File: src/rtl/alu_op_sequencer_if.sv
// rtl/alu_op_sequencer_if.sv - command/result handshake bundle for the ALU op sequencer
interface alu_op_sequencer_if #(
    parameter int DW = 16,
    parameter int AW = 2
);
    logic          cmd_valid;
    logic          cmd_ready;
    logic [3:0]    cmd_op;
    logic [AW-1:0] cmd_rd;
    logic [AW-1:0] cmd_rs1;
    logic [AW-1:0] cmd_rs2;
    logic [DW-1:0] cmd_imm;
    logic          res_valid;
    logic [DW-1:0] res_data;
    logic          res_zero;
    logic          res_err;

    // Issuer side: drives commands, observes results.
    modport master (
        output cmd_valid, cmd_op, cmd_rd, cmd_rs1, cmd_rs2, cmd_imm,
        input  cmd_ready, res_valid, res_data, res_zero, res_err
    );

    // Sequencer side: accepts commands, produces results.
    modport slave (
        input  cmd_valid, cmd_op, cmd_rd, cmd_rs1, cmd_rs2, cmd_imm,
        output cmd_ready, res_valid, res_data, res_zero, res_err
    );
endinterface

File: src/rtl/alu_op_sequencer.sv
// rtl/alu_op_sequencer.sv - multi-cycle execute front end around a combinational 16-bit ALU
module alu_op_sequencer #(
    parameter int DW   = 16,
    parameter int NREG = 4,
    parameter int AW   = 2
) (
    input  logic                clk,
    input  logic                reset_n,
    alu_op_sequencer_if.slave   bus,
    output logic [DW-1:0]       alu_a,
    output logic [DW-1:0]       alu_b,
    output logic [2:0]          alu_op,
    input  logic [DW-1:0]       alu_z,
    input  logic                alu_zero,
    input  logic [AW-1:0]       dbg_addr,
    output logic [DW-1:0]       dbg_data
);

    typedef enum logic [1:0] {S_IDLE, S_EXEC, S_WB} state_t;
    typedef enum logic [1:0] {K_ALU, K_LOADI, K_ILLEGAL} kind_t;

    state_t        state;
    kind_t         kind_q;
    logic [DW-1:0] regfile [NREG];
    logic [AW-1:0] rd_q;
    logic [DW-1:0] imm_q;
    logic [DW-1:0] z_q;
    logic          zero_q;
    logic          res_valid_q;
    logic [DW-1:0] res_data_q;
    logic          res_zero_q;
    logic          res_err_q;

    // Only IDLE accepts; reset forces ready low even though state is already IDLE.
    assign bus.cmd_ready = (state == S_IDLE) && reset_n;
    assign bus.res_valid = res_valid_q;
    assign bus.res_data  = res_data_q;
    assign bus.res_zero  = res_zero_q;
    assign bus.res_err   = res_err_q;
    assign dbg_data      = regfile[dbg_addr];

    // Sequencer FSM: accept -> (EXEC) -> WB, with the register file written at the end of WB.
    always_ff @(posedge clk) begin
        if (!reset_n) begin
            state       <= S_IDLE;
            kind_q      <= K_ALU;
            for (int i = 0; i < NREG; i++) begin
                regfile[i] <= '0;
            end
            rd_q        <= '0;
            imm_q       <= '0;
            z_q         <= '0;
            zero_q      <= 1'b0;
            alu_a       <= '0;
            alu_b       <= '0;
            alu_op      <= '0;
            res_valid_q <= 1'b0;
            res_data_q  <= '0;
            res_zero_q  <= 1'b0;
            res_err_q   <= 1'b0;
        end else begin
            res_valid_q <= 1'b0;
            case (state)
                S_IDLE: begin
                    if (bus.cmd_valid) begin
                        // Operands are taken now, so rd==rs1/rs2 sees the pre-write value.
                        alu_a  <= regfile[bus.cmd_rs1];
                        alu_b  <= regfile[bus.cmd_rs2];
                        alu_op <= bus.cmd_op[2:0];
                        rd_q   <= bus.cmd_rd;
                        imm_q  <= bus.cmd_imm;
                        case (bus.cmd_op)
                            4'b0000, 4'b0001, 4'b0010, 4'b0110, 4'b0111: begin
                                kind_q <= K_ALU;
                                state  <= S_EXEC;
                            end
                            4'b1000: begin
                                kind_q <= K_LOADI;
                                state  <= S_WB;
                            end
                            default: begin
                                kind_q <= K_ILLEGAL;
                                state  <= S_WB;
                            end
                        endcase
                    end
                end
                S_EXEC: begin
                    // ALU inputs have been stable for a full cycle; capture its outputs.
                    z_q    <= alu_z;
                    zero_q <= alu_zero;
                    state  <= S_WB;
                end
                S_WB: begin
                    res_valid_q <= 1'b1;
                    case (kind_q)
                        K_ALU: begin
                            regfile[rd_q] <= z_q;
                            res_data_q    <= z_q;
                            res_zero_q    <= zero_q;
                            res_err_q     <= 1'b0;
                        end
                        K_LOADI: begin
                            regfile[rd_q] <= imm_q;
                            res_data_q    <= imm_q;
                            res_err_q     <= 1'b0;
                        end
                        default: begin
                            res_data_q    <= '0;
                            res_err_q     <= 1'b1;
                        end
                    endcase
                    state <= S_IDLE;
                end
                default: state <= S_IDLE;
            endcase
        end
    end

endmodule

File: src/flat_wrapper.sv
// flat-port wrapper written by rule: the top's interface ports become plain ports
module alu_op_sequencer_flat 
#(
    parameter int DW   = 16,
    parameter int NREG = 4,
    parameter int AW   = 2
)
  (clk, reset_n, alu_a, alu_b, alu_op, alu_z, alu_zero, dbg_addr, dbg_data, bus_cmd_valid, bus_cmd_op, bus_cmd_rd, bus_cmd_rs1, bus_cmd_rs2, bus_cmd_imm, bus_cmd_ready, bus_res_valid, bus_res_data, bus_res_zero, bus_res_err);
  alu_op_sequencer_if #(.DW(DW), .AW(AW)) bus_i ();
  input  logic clk;
  input  logic reset_n;
  output logic [DW-1:0] alu_a;
  output logic [DW-1:0] alu_b;
  output logic [2:0] alu_op;
  input  logic [DW-1:0] alu_z;
  input  logic alu_zero;
  input  logic [AW-1:0] dbg_addr;
  output logic [DW-1:0] dbg_data;
  input wire logic [$bits(bus_i.cmd_valid)-1:0] bus_cmd_valid;
  input wire logic [$bits(bus_i.cmd_op)-1:0] bus_cmd_op;
  input wire logic [$bits(bus_i.cmd_rd)-1:0] bus_cmd_rd;
  input wire logic [$bits(bus_i.cmd_rs1)-1:0] bus_cmd_rs1;
  input wire logic [$bits(bus_i.cmd_rs2)-1:0] bus_cmd_rs2;
  input wire logic [$bits(bus_i.cmd_imm)-1:0] bus_cmd_imm;
  output wire logic [$bits(bus_i.cmd_ready)-1:0] bus_cmd_ready;
  output wire logic [$bits(bus_i.res_valid)-1:0] bus_res_valid;
  output wire logic [$bits(bus_i.res_data)-1:0] bus_res_data;
  output wire logic [$bits(bus_i.res_zero)-1:0] bus_res_zero;
  output wire logic [$bits(bus_i.res_err)-1:0] bus_res_err;
  assign bus_i.cmd_valid = bus_cmd_valid;
  assign bus_i.cmd_op = bus_cmd_op;
  assign bus_i.cmd_rd = bus_cmd_rd;
  assign bus_i.cmd_rs1 = bus_cmd_rs1;
  assign bus_i.cmd_rs2 = bus_cmd_rs2;
  assign bus_i.cmd_imm = bus_cmd_imm;
  assign bus_cmd_ready = bus_i.cmd_ready;
  assign bus_res_valid = bus_i.res_valid;
  assign bus_res_data = bus_i.res_data;
  assign bus_res_zero = bus_i.res_zero;
  assign bus_res_err = bus_i.res_err;
  alu_op_sequencer #(.DW(DW), .NREG(NREG), .AW(AW)) u_core (.clk(clk), .reset_n(reset_n), .bus(bus_i), .alu_a(alu_a), .alu_b(alu_b), .alu_op(alu_op), .alu_z(alu_z), .alu_zero(alu_zero), .dbg_addr(dbg_addr), .dbg_data(dbg_data));
endmodule
File: config.mk
export PLATFORM = sky130hd
export DESIGN_NAME = alu_op_sequencer_flat
export DESIGN_NICKNAME = d
export VERILOG_FILES = /design/src/rtl/alu_op_sequencer_if.sv /design/src/rtl/alu_op_sequencer.sv /design/src/flat_wrapper.sv
export SDC_FILE = /design/constraint.sdc
export NUM_CORES = 1
export LEC_CHECK = 0
export CAP_MARGIN = 20
export CORE_MARGIN = 3
export CORE_UTILIZATION = 30
export DETAILED_ROUTE_END_ITERATION = 10
export GPL_TIMING_DRIVEN = 0
export SLEW_MARGIN = 40
export SYNTH_ARGS = -nofsm -noshare
export SYNTH_HDL_FRONTEND = slang
export SYNTH_SLANG_ARGS = --single-unit
File: constraint.sdc
create_clock -name clk -period 6.85 [get_ports clk]
set_input_delay 1.37 -clock clk [delete_from_list [all_inputs] [get_ports clk]]
set_output_delay 1.37 -clock clk [all_outputs]
set_load 0.01 [all_outputs]
After elaboration in Yosys (flattened, before gate mapping)
Memories as Yosys holds them, arrays and structs flattened. A register that Yosys moved wholly into a read port is not among the register bits.
Cells that the tools add are included.
{"block": "classes", "reduce_logical": 11, "div": 0, "mul": 0, "order_cmp": 0, "n_addsub": 0, "eq_ne": 9, "muxes": 20, "n_bitwise": 1, "shifts": 0}
{"op": "$mux 16", "n": 2}
{"op": "$pmux 16 s2", "n": 1}
{"op": "$reduce_or 16->1", "n": 1}
{"op": "$mux 1", "n": 12}
{"op": "$eq 4x3->1 const B", "n": 2}
{"op": "$pmux 2 s2", "n": 2}
{"op": "$mux 2", "n": 3}
{"op": "$reduce_or 5->1", "n": 1}
{"op": "$eq 2x1->1 const B", "n": 2}
{"op": "$eq 4x1->1 const B", "n": 1}
{"op": "$eq 4x2->1 const B", "n": 1}
{"op": "$eq 4x4->1 const B", "n": 1}
{"op": "$logic_not 2->1", "n": 2}
{"op": "$logic_not 4->1", "n": 1}
{"op": "$reduce_and 2->1", "n": 2}
{"op": "$eq 2x2->1 const B", "n": 1}
{"op": "$logic_not 1->1", "n": 2}
{"op": "$ne 2x2->1 const B", "n": 1}
{"op": "$reduce_or 2->1", "n": 1}
{"op": "$logic_and 1x1->1", "n": 1}
{"op": "$or 1x1->1", "n": 1}
{"block": "totals", "mem_bits_rw": 64, "word_cells": 53, "romBits": 0, "n_memories": 1, "input_bits": 48, "latch_bits": 0, "reg_bits": 61}
{"name": "u_core.regfile", "words": 4, "width": 16, "rd": 3, "rd_ports_with_merged_regs": 2, "write_ports": 4, "line_no": "alu_op_sequencer.sv:24", "text": "logic [DW-1:0] regfile [NREG];"}

Depth between registers and ports, before layout
Gate-level depths: netlist of run 1.
{"block": "depth", "word_depth": 8, "depth_mapped": 6, "ltp_nobuf": 3}

Worst setup path before layout of run 1
Ideal clock, no wire load.
{"block": "synth_path", "kind": "input -> output", "startpoint": "input dbg_addr[0]", "endpoint": "output dbg_data[10]", "t_required_ns": 5.480, "slack_ns": 3.118, "path_buffers": 2, "arrival_time_ns": 2.362, "cell_stages": 3, "path_cell_list": "buf_2 > buf_4 > mux4_2"}
{"block": "synth_between", "elab_chain_cells": 1}
{"item": "from (decl)", "line_no": "flat_wrapper.sv:17", "text": "input logic [AW-1:0] dbg_addr;"}
{"item": "$mem_v2 4x16"}
{"item": "to (decl)", "line_no": "flat_wrapper.sv:18", "text": "output logic [DW-1:0] dbg_data;"}
Every way passes these cells.

Worst setup path in the final report of run 1
{"block": "layout_path", "startpoint": "input reset_n", "endpoint": "output bus_cmd_ready"}
{"block": "layout_between", "elab_chain_cells": 1}
{"item": "from (decl)", "line_no": "flat_wrapper.sv:11", "text": "input logic reset_n;"}
{"item": "$logic_and 1x1->1", "line_no": "alu_op_sequencer.sv:35", "text": "assign bus.cmd_ready = (state == S_IDLE) && reset_n;"}
{"item": "to (decl)", "line_no": "flat_wrapper.sv:25", "text": "output wire logic [$bits(bus_i.cmd_ready)-1:0] bus_cmd_ready;"}
Every way passes these cells.

==> impl_metrics.yaml, run 1 <==
critical_path:
  crit_type: "in -> out"
  critPathMaxStageDelay_ps: 550
  cpMostUsedCell: "clkdlybuf4s50_1"
  r2r_start: "u_core.state[0]"
  endpoint_kind: "primary output"
  critPathArrivalTime_ps: 3220
  crit_chain: "clkdlybuf4s50_1, inv_2, clkbuf_1, nor3_1, clkdlybuf4s50_1"
  crit_buf_inv: 4
  critical_path.top_delay_family: "buffers and inverters"
  critPathSlowestCell: "clkbuf_1"
  crit_required_ps: 5480
  start_kind: "primary input"
  cp-startpoint: "reset_n"
  cp_max_fo: 10
clock_network:
  cts_tree: "yes"
  ctsResizeCount: 0
  cts.clk_slew.worst_paths_ps: 60
  clock_sinks: 157
  clk-insertion-delay-late_ps: 430
  cts-htree-levels: 4
  post_cts_buffers: 0
  clk_path_buf_depth: 2
  cts_buffers: 17
  cts-root-buf: "clkbuf_16"
  cts_hold_buf: 0
global_routing:
  grt_most_used_layer: "met2"
  antenna_found_initial: 0
  grtUsageMet3: 0.03975
  grt_pass1_wl_mm: 30.95
  overflow: 0
  groute.usage.overall: 0.1544
  use_met2: 0.2323
  grt_pass1_vias: 5355
  met1_usage: 0.2109
  grt_max_degree: 17
routing:
  ant_nets: 0
  dr.first_iter.drc_count: 310
  routedWlPerCell_um: 17.88
  drt-total-wl_mm: 20.00
  viasPerCell: 4.826
  detailroute.via_count: 5395
  drt_pass1_iterations: 5
  drc: 0
timing:
  finalMaxSlewViolations: 0
  max_freq_mhz: 217.8
  finalSetupViolCount: 0
  worst_slew_pin_slew_ps: 696.7
  final_hold_viol_count: 0
  period_minus_slack_ps: 4590
  rsz0062_at_grt: "no"
  slew_headroom: 0.5344
  period_share: 0.6701
  fin_skew_ps: 10.04
  setup_tns_ps: 0
  fin_ws_ps: 2260
floorplan:
  die_area_um2: 26130
  die_x_um: 161.6
  pin_count: 119
  fp-row-count: 56
  die_y_um: 161.6
  initial_utilization: 0.3078
  core_area_um2: 23610
place:
  io_buffers: 112
  dpl_cell_area_um2: 8802
  dp_hpwl_mm: 15.76
  place_ws_ps: 2205
  routabilityCongestion: 0.7977
final_layout:
  nNetsFinal: 834
  multi_input_area_um2: 3117
  synthToLayoutAreaGrowth_pct: 29.01
  finish.utilization: 0.3970
  seq_area_um2: 3784
  drive_gt1_frac: 0.1702
  fillers: 2361
  diodes: 0
  fin_area_um2: 9375
job:
  cap_violations: 0
status:
  outcome: "complete, no violations"
yosys:
  synth_cell_types: 40
  syn_nets: 702
  synth.cell_area_um2: 7267
  ys.warnings.count: 0
  syn_inst: 654
  yosysSeqAreaShare: 0.5207
  ys_seq_elements: 157
  avgSynthCellArea_um2: 11.11
power:
  swShare: 0.2450
  p_comb_frac: 0.124
  p_int_mw: 1.696
  p_seq_frac: 0.468
  power.total_mw: 2.247
  clockPowerShare: 0.407
  p_switching_uw: 550.5
  powerDensity_nw_per_um2: 239.6
  p_leak_nw: 3.164
  irDropWorstVdd_v: 0.0001489
worst_hold_path:
  hold_start: "u_core.alu_a[2]"
  hold_class: "reg -> reg"
-- per-stage QoR --
step / hold slack [ps] / instances
after global placement: 443.8 / 1085
after CTS: 457.9 / 1118
after floorplan: 436.0 / 654
final: 454.4 / 1118
after global routing: 471.1 / 1118
after detailed placement: 449.3 / 1086
-- cells in the final DEF, fill, tap and decap left out, drive strengths merged, types with 2 or more instances in the layout --
master	Yosys	layout
a21oi	82	82
mux2i	18	18
nor4b	2	2
buf	41	42
nor2	95	95
clkdlybuf4s50	0	112
nand2	72	72
bufinv	0	2
nand3b	2	2
clkbuf	15	33
inv	3	5
edfxtp	64	64
o21ai	70	70
clkinv	0	6
dfxtp	93	93
clkinvlp	0	4
nand3	17	17
a22oi	16	16
mux4	48	48
-- registers in the layout (all words and copies together) (netlist names) --
| register | cells |
|---|---|
| u_core.alu_a | 16 |
| u_core.alu_b | 16 |
| u_core.alu_op | 3 |
| u_core.bus.res_data | 16 |
| u_core.bus.res_err | 1 |
| u_core.bus.res_valid | 1 |
| u_core.bus.res_zero | 1 |
| u_core.imm_q | 16 |
| u_core.kind_q | 2 |
| u_core.rd_q | 2 |
| u_core.regfile | 64 |
| u_core.state | 2 |
| u_core.z_q | 16 |
| u_core.zero_q | 1 |
-- layer usage --
metal	wire, um	share of wire
met4	582	0.029
met5	0	0
met3	1104	0.055
met2	8871	0.44
met1	9437	0.47
-- tightest hold or removal path: stages, from the launching register on --
cell and delay, ps:
dfxtp_1 310, nand2_1 50, a21oi_1 50
-- power by group through the flow --
stage          Combinational (mW)  Sequential [mW]  Clock (mW)
2_1_floorplan               0.153             1.07           0
3_3_place_gp                0.279             1.07           0
3_5_place_dp                0.282             1.07           0
4_1_cts                     0.284             1.05       0.932
5_1_grt                     0.305             1.06       0.971
6_report                    0.279             1.05       0.915
-- cells in the mapped netlist (all sizes together) --
| master | instances | area [um2] |
|---|---|---|
| and4bb | 1 | 12.51 |
| nand4bb | 1 | 27.53 |
| nand2b | 1 | 6.260 |
| o21a | 1 | 7.510 |
| or3b | 1 | 8.760 |
| o21ai | 70 | 350.3 |
| o31ai | 1 | 7.510 |
| inv | 3 | 11.26 |
| a211oi | 1 | 7.510 |
| dfxtp | 93 | 1862 |
| and2b | 1 | 7.510 |
| nor2b | 1 | 6.260 |
| clkbuf | 15 | 58.81 |
| or4b | 1 | 10.01 |
| mux2i | 18 | 180.2 |
| nor4 | 1 | 6.260 |
| mux4 | 48 | 1081 |
| a22oi | 16 | 120.1 |
| buf | 41 | 300.3 |
| nor2 | 95 | 356.6 |
| or2b | 1 | 7.510 |
| nand3b | 2 | 31.28 |
| nor3b | 1 | 12.51 |
| and3b | 1 | 8.760 |
| a21oi | 82 | 410.4 |
| edfxtp | 64 | 1922 |
| nor3 | 1 | 5.000 |
| nand3 | 17 | 115.1 |
| nor4b | 2 | 47.55 |
| o311ai | 1 | 8.760 |
| nand2 | 72 | 270.3 |
-- logic make-up (layout without fill, tap and decap cells) --
group	after synthesis	after routing	share of synthesized area
AO/OA/AOI/OAI	172	172	0.1255
flip-flops	157	157	0.5207
buffers and inverters	59	204	0.05096
AND/OR/NAND/NOR	200	200	0.1293
multiplexers	66	66	0.1736
-- area by class of cell --
type                       instances  share of cell area
clock inverter                    14             0.01535
inverter                           3            0.001201
sequential                       157              0.4036
multi-input combinational        438              0.3324
buffer                            56             0.03830
tap                              319             0.04257
timing repair buffer             113              0.1208
clock buffer                      18             0.04578
-- path summary, 6_finish.rpt --
check,cells past startpoint,endpoint,slack [ps]
setup / recovery,5,bus_cmd_ready,2260
hold / removal,2,u_core.alu_a[2],450
setup reg to reg,5,u_core.regfile[1][3],4690
hold reg to reg,2,u_core.alu_a[2],450
No activity file was read; power rests on OpenSTA's default activity.
==> run 2, diff against run 1 <==
==> constraint.sdc (replaced) <==
create_clock -name clk -period 4.5 [get_ports clk]
set_input_delay 0.9 -clock clk [delete_from_list [all_inputs] [get_ports clk]]
set_output_delay 0.9 -clock clk [all_outputs]
set_load 0.01 [all_outputs]
==> results of run 2 <==
Same layout as run 1 (identical final DEF). Status: complete, no violations.
Among the figures that moved: setup slack after placement 2205 ps -> 795.4 ps; setup slack after layout 2260 ps -> 849.5 ps; register-to-register setup slack 4690 ps -> 2340 ps; total power 2.247 mW -> 3.420 mW; worst IR drop on VDD 0.0001489 V -> 0.0002267 V
